===== src/rtl/bh_pkg.sv =====
// rtl/bh_pkg.sv - shared scene encodings, text defaults and VGA timing constants for the black-hole demo
package bh_pkg;

  typedef enum logic [1:0] {
    S_WAIT = 2'd0,
    S_FALL = 2'd1,
    S_HOLD = 2'd2
  } scene_state_t;

  localparam int unsigned Y_TOP_DEF = 20;
  localparam int unsigned Y_END_DEF = 275;

  localparam int unsigned H_ACTIVE = 640;
  localparam int unsigned V_ACTIVE = 480;
  localparam int unsigned H_TOTAL  = 800;
  localparam int unsigned V_TOTAL  = 525;

endpackage


===== src/rtl/bh_frame_tick.sv =====
// rtl/bh_frame_tick.sv - vsync falling-edge detector producing a one-cycle frame tick and a free-running frame count
module bh_frame_tick (
  input  logic        clk,
  input  logic        rst_n,
  input  logic        vsync,
  output logic        frame_tick,
  output logic [15:0] frame_cnt
);

  logic vsync_q;

  // vsync_q resets high so the first fall after reset is seen as an edge
  always_ff @(posedge clk or negedge rst_n) begin
    if (!rst_n) begin
      vsync_q    <= 1'b1;
      frame_tick <= 1'b0;
      frame_cnt  <= 16'd0;
    end else begin
      vsync_q    <= vsync;
      frame_tick <= vsync_q & ~vsync;
      if (frame_tick) begin
        frame_cnt <= frame_cnt + 16'd1;
      end
    end
  end

endmodule


===== src/rtl/bh_scene_sequencer.sv =====
// rtl/bh_scene_sequencer.sv - per-frame scheduler for the UW text animation and accretion-ring phase
// Optional single-step one-shot while paused: BH_SEQ_SINGLE_STEP_EN
module bh_scene_sequencer
  import bh_pkg::*;
#(
  parameter int unsigned WAIT_FRAMES = 256,
  parameter int unsigned HOLD_FRAMES = 64,
  parameter int unsigned Y_TOP       = Y_TOP_DEF,
  parameter int unsigned Y_END       = Y_END_DEF,
  parameter int unsigned FALL_STEP   = 1
) (
  input  logic        clk,
  input  logic        rst_n,
  input  logic        vsync,
  input  logic        pause,
  input  logic        restart,
  input  logic [1:0]  speed,
`ifdef BH_SEQ_SINGLE_STEP_EN
  input  logic        step,
`endif
  output logic        frame_tick,
  output logic [15:0] frame_cnt,
  output logic [9:0]  text_y,
  output logic        text_visible,
  output logic [7:0]  ring_phase,
  output logic [1:0]  scene_state
);

  scene_state_t state;
  logic [15:0]  dwell;
  logic [10:0]  fall_sum;
  logic         advance;

  bh_frame_tick u_frame_tick (
    .clk        (clk),
    .rst_n      (rst_n),
    .vsync      (vsync),
    .frame_tick (frame_tick),
    .frame_cnt  (frame_cnt)
  );

`ifdef BH_SEQ_SINGLE_STEP_EN
  logic step_q;
  logic pause_q;
  logic armed;

  // One-shot: a step edge while paused lets exactly the next tick through
  always_ff @(posedge clk or negedge rst_n) begin
    if (!rst_n) begin
      step_q  <= 1'b0;
      pause_q <= 1'b0;
      armed   <= 1'b0;
    end else begin
      step_q  <= step;
      pause_q <= pause;
      if (restart || (pause_q && !pause)) begin
        armed <= 1'b0;
      end else if (frame_tick && armed) begin
        armed <= 1'b0;
      end else if (step && !step_q && pause) begin
        armed <= 1'b1;
      end
    end
  end

  assign advance = frame_tick & (~pause | armed);
`else
  assign advance = frame_tick & ~pause;
`endif

  // 11-bit sum keeps the clamp compare correct for Y_END close to the 10-bit limit
  assign fall_sum    = {1'b0, text_y} + 11'(FALL_STEP);
  assign scene_state = state;

  always_ff @(posedge clk or negedge rst_n) begin
    if (!rst_n) begin
      state        <= S_WAIT;
      dwell        <= 16'd0;
      text_y       <= 10'(Y_TOP);
      text_visible <= 1'b1;
      ring_phase   <= 8'd0;
    end else begin
      if (advance) begin
        ring_phase <= ring_phase + {6'd0, speed};
      end
      if (restart) begin
        state        <= S_WAIT;
        dwell        <= 16'd0;
        text_y       <= 10'(Y_TOP);
        text_visible <= 1'b1;
      end else if (advance) begin
        case (state)
          S_WAIT: begin
            if (dwell == 16'(WAIT_FRAMES - 1)) begin
              state <= S_FALL;
              dwell <= 16'd0;
            end else begin
              dwell <= dwell + 16'd1;
            end
          end
          S_FALL: begin
            if (fall_sum >= 11'(Y_END)) begin
              text_y       <= 10'(Y_END);
              text_visible <= 1'b0;
              state        <= S_HOLD;
              dwell        <= 16'd0;
            end else begin
              text_y <= fall_sum[9:0];
            end
          end
          S_HOLD: begin
            if (dwell == 16'(HOLD_FRAMES - 1)) begin
              state        <= S_WAIT;
              dwell        <= 16'd0;
              text_y       <= 10'(Y_TOP);
              text_visible <= 1'b1;
            end else begin
              dwell <= dwell + 16'd1;
            end
          end
          default: begin
            state        <= S_WAIT;
            dwell        <= 16'd0;
            text_y       <= 10'(Y_TOP);
            text_visible <= 1'b1;
          end
        endcase
      end
    end
  end

endmodule


===== config.mk =====
export PLATFORM = sky130hd
export DESIGN_NAME = bh_scene_sequencer
export DESIGN_NICKNAME = d
export VERILOG_FILES = /design/src/rtl/bh_pkg.sv /design/src/rtl/bh_frame_tick.sv /design/src/rtl/bh_scene_sequencer.sv
export SDC_FILE = /design/constraint.sdc
export NUM_CORES = 1
export LEC_CHECK = 0
export ABC_AREA = 1
export CORE_MARGIN = 2
export CORE_UTILIZATION = 59
export DETAILED_ROUTE_END_ITERATION = 16
export HOLD_SLACK_MARGIN = 0.15
export PLACE_DENSITY = 0.86
export SLEW_MARGIN = 20
export SYNTH_ARGS = -nofsm -noshare
export SYNTH_HDL_FRONTEND = slang
export SYNTH_SLANG_ARGS = --single-unit

===== constraint.sdc =====
create_clock -name clk -period 5.4 [get_ports clk]
set_clock_uncertainty 0.15 [all_clocks]
set_input_delay 1.08 -clock clk [delete_from_list [all_inputs] [get_ports clk]]
set_output_delay 1.08 -clock clk [all_outputs]
set_load 0.05 [all_outputs]

=== After elaboration in Yosys (flattened, before gate mapping) ===
Cells that the tools add are included.

* Memory bits (writable): 0
* Memories kept: 0
* Bits in latches: 0
* Register bits: 55
* Output and inout port bits: 38
* Bits in read-only memories: 0

* $add $sub $neg: 4
* Divide/modulo/power cells: 0
* Order comparisons: 1
* Eq/ne operators: 8
* Mux-type cells: 22
* Multiply operators: 0
* Shift operators: 0
* Bitwise operators: 4
* Reductions and logical operators: 6

{| class="wikitable"
|+ Operators with widths
! operator !! count
|-
| two-way mux 16 bit || 5
|-
| case mux 16 bit (3 select lines) || 1
|-
| two-way mux 10 bit || 4
|-
| adder 16 x 1 -> 16 bit, second input constant || 2
|-
| case mux 10 bit (3 select lines) || 1
|-
| equality test 16 x 6 -> 1 bit, second input constant || 1
|-
| equality test 16 x 8 -> 1 bit, second input constant || 1
|-
| adder 10 x 1 -> 11 bit, second input constant || 1
|-
| >= comparator 11 x 9 -> 1 bit, second input constant || 1
|-
| two-way mux 2 bit || 5
|-
| != test 3 bit, second input constant || 3
|-
| adder 8 x 2 -> 8 bit || 1
|-
| AND reduction 4 bit || 2
|-
| case mux 2 bit (3 select lines) || 1
|-
| two-way mux 1 bit || 4
|-
| case mux 1 bit (3 select lines) || 1
|-
| AND reduction 3 bit || 1
|-
| AND 1 bit || 2
|-
| equality test 2 x 1 -> 1 bit, second input constant || 1
|-
| equality test 2 bit, second input constant || 1
|-
| zero test 2 bit || 1
|-
| != test 2 bit, second input constant || 1
|-
| inverter 1 bit || 2
|-
| AND reduction 2 bit || 1
|-
| nonzero test 2 bit || 1
|}

=== Logic depth before layout (Yosys ltp) ===
* Depth after elaboration: 6
* Mapped depth: 13
* Gate-level depth less buffers: 12

=== Cells and area by module ===
From an unflattened synthesis, not the netlist that was laid out.

* Cell total of the unflattened synthesis: 456
* Area, all modules: 3485.8 um^2

{| class="wikitable"
|+ By module, submodules not included
! module !! seq. area each (um^2) !! area an instance (um^2) !! cells each !! times used
|-
| bh_scene_sequencer || 929.6 || 2561.2 || 348 || 1
|-
| bh_frame_tick || 451.7 || 924.6 || 108 || 1
|}

=== Least setup slack after synthesis ===
Ideal clock, no wire load.

* Path kind: input -> register
* Start: input port speed[0]
* End: register ring_phase[6]
* Path slack: 2.832 ns
* Stages on the path: 7
* Required time: 5.109 ns
* Arrival: 2.276 ns
* Cells stage by stage: ha_1 inv_1 fa_1 or2_2 nor2_1 nand4_1 xnor2_1

* Cells in the longest elaborated chain, start to end: 1

{| class="wikitable"
|+ Ends and longest elaborated chain
! what !! line !! RTL
|-
| start, declared || bh_scene_sequencer.sv:17 || <nowiki>input logic [1:0] speed,</nowiki>
|-
| adder 8 x 2 -> 8 bit || bh_scene_sequencer.sv:84 || <nowiki>ring_phase <= ring_phase + {6'd0, speed};</nowiki>
|-
| end signal, assigned || bh_scene_sequencer.sv:84 ||
|-
| end, declared || bh_scene_sequencer.sv:25 || <nowiki>output logic [7:0] ring_phase,</nowiki>
|}

Every way passes these cells.
A chain may end at the register's enable or synchronous reset.

=== Final worst setup path ===
* Start: register text_y[2]
* End: output port text_y[2]

{| class="wikitable"
|+ RTL lines
! what !! line !! RTL
|-
| start, declared || bh_scene_sequencer.sv:23 || <nowiki>output logic [9:0] text_y,</nowiki>
|-
| start signal, assigned || bh_scene_sequencer.sv:79 || <nowiki>text_y <= 10'(Y_TOP);</nowiki>
|-
| start signal, assigned || bh_scene_sequencer.sv:89 || <nowiki>text_y <= 10'(Y_TOP);</nowiki>
|-
| start signal, assigned || bh_scene_sequencer.sv:103 || <nowiki>text_y <= 10'(Y_END);</nowiki>
|}

No word-level cell between the ends.

==> results.md <==
Status:
- The flow ran to the end, and the final reports show no timing, DRC or antenna violations.

Pwr:
- The analysis attributes to cell leakage a power of 1.73 nW.
- Across the VDD grid, the largest voltage drop is roughly 0.3 mV.
- Total power for the finished layout comes to 1.16 mW.
- Dividing total power by cell area gives a power density of 308 nW/um^2.

Final layout:
- The final core utilization is 72.9%.
- The fraction of final layout cells sized beyond drive strength 1 is 12.0%.
- The total of fill cells in the finished design is 399.
- The total number of nets in the final design is 453.
- The area growth from synthesis to layout is 17.6%.
- After routing the design area is 3770 um^2.
- The repair_antennas step left the layout with diodes totalling 0.

Worst setup path:
- The critical path's top delay family is buffers and inverters.
- The worst-case register-to-register setup slack is 2980 ps.
- In this run the critical register-to-register path is captured at dwell[4]$_DFFE_PN0P_.
- The largest individual stage delay along the critical path comes from the cell clkdlybuf4s50_1.
- The startpoint of the worst register-to-register path is text_y[0]$_DFFE_PN0P_.
- STA puts the critical path data required time at roughly 4200 ps.
- The type of element launching the critical path is a register.
- The number of buffer and inverter instances along the worst setup path is 1.
- The arrival time at the worst endpoint is 1740 ps.
- Walking the worst path, the cells encountered are clkdlybuf4s50_1.
- The worst register-to-register path has a depth of 12.
- The largest stage delay on the critical path is 820 ps.
- The largest fanout of any net on the critical path is 7.
- The worst setup path is of the reg2out kind.
- The endpoint kind of the worst setup timing path is an output port.

Detailed routing:
- In the detailed route, the total length drawn on met3 is approximately 440 um.
- The detailed router used layers up to and including met4.
- Across all layers, the routed design uses around 2800 vias.
- In the routed layout, each cell is associated on average with a via count of 5.54.
- The number of DRC violations after detailed-routing iteration 0 is 251.
- The count of nets left with antenna violations once routing finished came out at 0.
- The amount of wire on met2 after detailed routing is 3260 um.
- The routed length per instance is 13.7 um.
- The number of optimization iterations in the first detailed-route pass is 6.
- The DRC violation count after routing is 0.
- The final wirelength is 6970 um.
- The met1 wire length is 3150 um.

STA:
- After layout, the worst path uses 55.0% of the clock period.
- Setup repair after global routing left no endpoint under its margin.
- The worst path setup slack after routing is around 2400 ps.
- Derived from the worst setup path, the maximum achievable clock frequency is 337 MHz.
- The final critical-path required period is around 3000 ps.
- The worst pin sits at a relative slew slack of 53.5%.
- The final max-slew violation count came to 0.
- The count of endpoints failing setup in the final report is 0.
- At the pin with the least slew margin, the transition time is 695 ps.
- The setup TNS is 0 ps.
- The final number of hold-violating endpoints is 0.

Clock tree:
- TritonCTS built the clock tree.
- The later-pin clock latency in the skew report is 320 ps.
- Clock-pin slew was measured on the worst setup and hold paths at 100 ps.
- Buffers inserted during clock tree synthesis total 5.
- The clock passes through at most 2 buffers.
- The number of sinks driven by the clock tree is 55.
- The number of buffers inserted by hold repair at cts is 0.
- The clock root buffer master is clkbuf_8.
- Gates resized during post-CTS repair numbered 0.
- The buffer count from post-CTS setup fixing is 0.
- The H-tree was split into 2 levels.

Yosys:
- By area the synthesized netlist is led by dfrtp_1, nand2_1, inv_1, nand4_1, nand3_1.
- The synthesized netlist occupies a cell area of 3200 um^2.
- The fraction of the yosys area taken by sequential cells is 43.1%.
- The share of Yosys cell area claimed by the top area cell type is between 30% and 40%.
- The dominant register cell in the synthesized netlist is dfrtp_1.
- The fraction of synthesis flops using an asynchronous set or reset pin is 100%.
- The gate count after technology mapping is 391.
- The synthesized area per cell is 8.20 um^2.
- The count of yosys warnings during synthesis is 0.
- The biggest area consumer among synthesized cells is dfrtp_1.
- The number of different library cells used by synthesis comes to 38.
- Synthesis produced a netlist with a net count of slightly above 400.
- After synthesis the netlist holds a flip-flop and latch count of between 50 and 60.
- The number of flops mapped to enable cells by yosys is 0.

GRT:
- The number of antenna violations at the first check in global routing is 0.
- The number of global-route vias before repair is 2742.
- The total congestion overflow after global routing is 0.
- The first global-routing pass estimated 12300 um of wire.
- The total routing resource utilization after global routing is 24.8%.
- The largest net degree at the start of global routing is 56.

Die:
- The initialized floorplan defines 26 standard-cell rows.
- For this design the top-level I/O count stands at 45.
- The area inside the core boundary is about 5200 um^2.
- Once the floorplan was initialized, standard cells occupied 61.9% of the core.
- The horizontal extent of the die is slightly below 80 um.
- In this run the vertical extent of the chip is a little under 80 um.
- The die covers 6040 um^2.

Placement:
- In this run the cell area measured after placement is approximately 3700 um^2.
- The global placer's final weighted congestion is 0.922.
- The number of buffers added on ports is 44.
- Timing analysis after detailed placement gives a worst setup slack of 2160 ps.
- The half-perimeter wire length of the detailed placement result is 5110 um.

Min path:
- The worst hold path terminates at u_frame_tick.frame_tick$_DFF_PN0_.
- The min-delay analysis places its worst path in the category reg2reg.
- The number of cells on the worst hold path is 2.
- The startpoint of the most critical hold path is u_frame_tick.vsync_q$_DFF_PN1_.

Run:
- The number of max-cap violations is 0.
[how the worst max path moves through the flow]
stage               cells past startpoint  slack [ps]             startpoint                   endpoint
detailed placement                      8        2160                restart       dwell[4]$_DFFE_PN0P_
finish                                  1        2430  text_y[2]$_DFFE_PN1P_                  text_y[2]
CTS                                     1        2420  text_y[2]$_DFFE_PN1P_                  text_y[2]
global placement                        8        2190                restart       dwell[4]$_DFFE_PN0P_
global route                            8        2310                restart      dwell[11]$_DFFE_PN0P_
floorplan                               7        2830               speed[0]  ring_phase[6]$_DFFE_PN0P_
[cell families (layout without fill, tap and decap cells)]
| logic type | Yosys count | after routing | synth area share (%) |
|---|---|---|---|
| AO/OA/AOI/OAI | 41 | 41 | 9.37 |
| XOR/XNOR | 22 | 22 | 6.01 |
| buffers and inverters | 56 | 105 | 7.81 |
| flip-flops | 55 | 55 | 43.1 |
| AND/OR/NAND/NOR | 210 | 210 | 30.7 |
| adder cells (fa/ha/maj) | 7 | 7 | 2.97 |
[stage by stage]
| stage | hold WS (ps) | std cells |
|---|---|---|
| 3_3_place_gp | 304 | 502 |
| 3_5_place_dp | 316 | 502 |
| 4_1_cts | 330 | 510 |
| 2_1_floorplan | 293 | 391 |
| 5_1_grt | 354 | 510 |
| 6_report | 331 | 510 |
[Yosys cell counts (2+ instances only)]
master,count
a21oi_1,2
buf_12,2
clkinv_1,2
dfrtp_1,51
dfstp_2,4
ha_1,6
inv_1,48
inv_2,2
nand2_1,97
nand2_2,9
nand3_1,25
nand3_2,2
nand3b_1,2
nand4_1,21
nor2_1,33
nor2_2,2
nor3_1,9
nor3_2,2
o2111ai_1,6
o21ai_0,7
o21ai_1,2
o21ai_2,14
o22ai_1,5
or2_2,4
xnor2_1,8
xor2_1,14
[area by class of cell]
| class | instances | area (um^2) | area share (%) |
|---|---|---|---|
| multi-input cells | 280 | 1570 | 41.7 |
| well taps | 70 | 87.6 | 2.32 |
| clock buffers | 5 | 68.8 | 1.83 |
| inverters | 52 | 195 | 5.18 |
| flip-flops and latches | 55 | 1380 | 36.7 |
| clock inverters | 3 | 20.0 | 0.531 |
| repair buffers | 45 | 443 | 11.8 |
[sequential cells by signal, summed over array words and instances (netlist names)]
name / flops
dwell: 16
ring_phase: 8
scene_state: 2
text_visible: 1
text_y: 10
u_frame_tick.frame_cnt: 16
u_frame_tick.frame_tick: 1
u_frame_tick.vsync_q: 1
[per-layer routing]
metal / global-route usage (%) / vias up
met1: 34.4 / 1314
met5: 0 / -
li1: - / 1382
met4: 9.11 / 0
met2: 39.4 / 116
met3: 4.19 / 15
[placed cells by master, fill, tap and decap left out, types with 4 or more instances in the layout]
| master | count |
|---|---|
| dfrtp_1 | 51 |
| o2111ai_1 | 6 |
| xnor2_1 | 8 |
| or2_2 | 4 |
| nand3_1 | 25 |
| nor2_1 | 33 |
| clkdlybuf4s50_1 | 43 |
| nor3_1 | 9 |
| o22ai_1 | 5 |
| nand4_1 | 21 |
| o21ai_2 | 14 |
| inv_1 | 48 |
| xor2_1 | 14 |
| nand2_2 | 9 |
| clkbuf_8 | 5 |
| nand2_1 | 97 |
| o21ai_0 | 7 |
| dfstp_2 | 4 |
| ha_1 | 6 |
[power by group]
part           leakage [nW]  switching [mW]  internal [mW]  total (mW)
clock                0.0402           0.143         0.0907       0.233
sequential            0.733          0.0570          0.459       0.517
combinational         0.959           0.281          0.130       0.410
(Power assumes the default switching activity.)
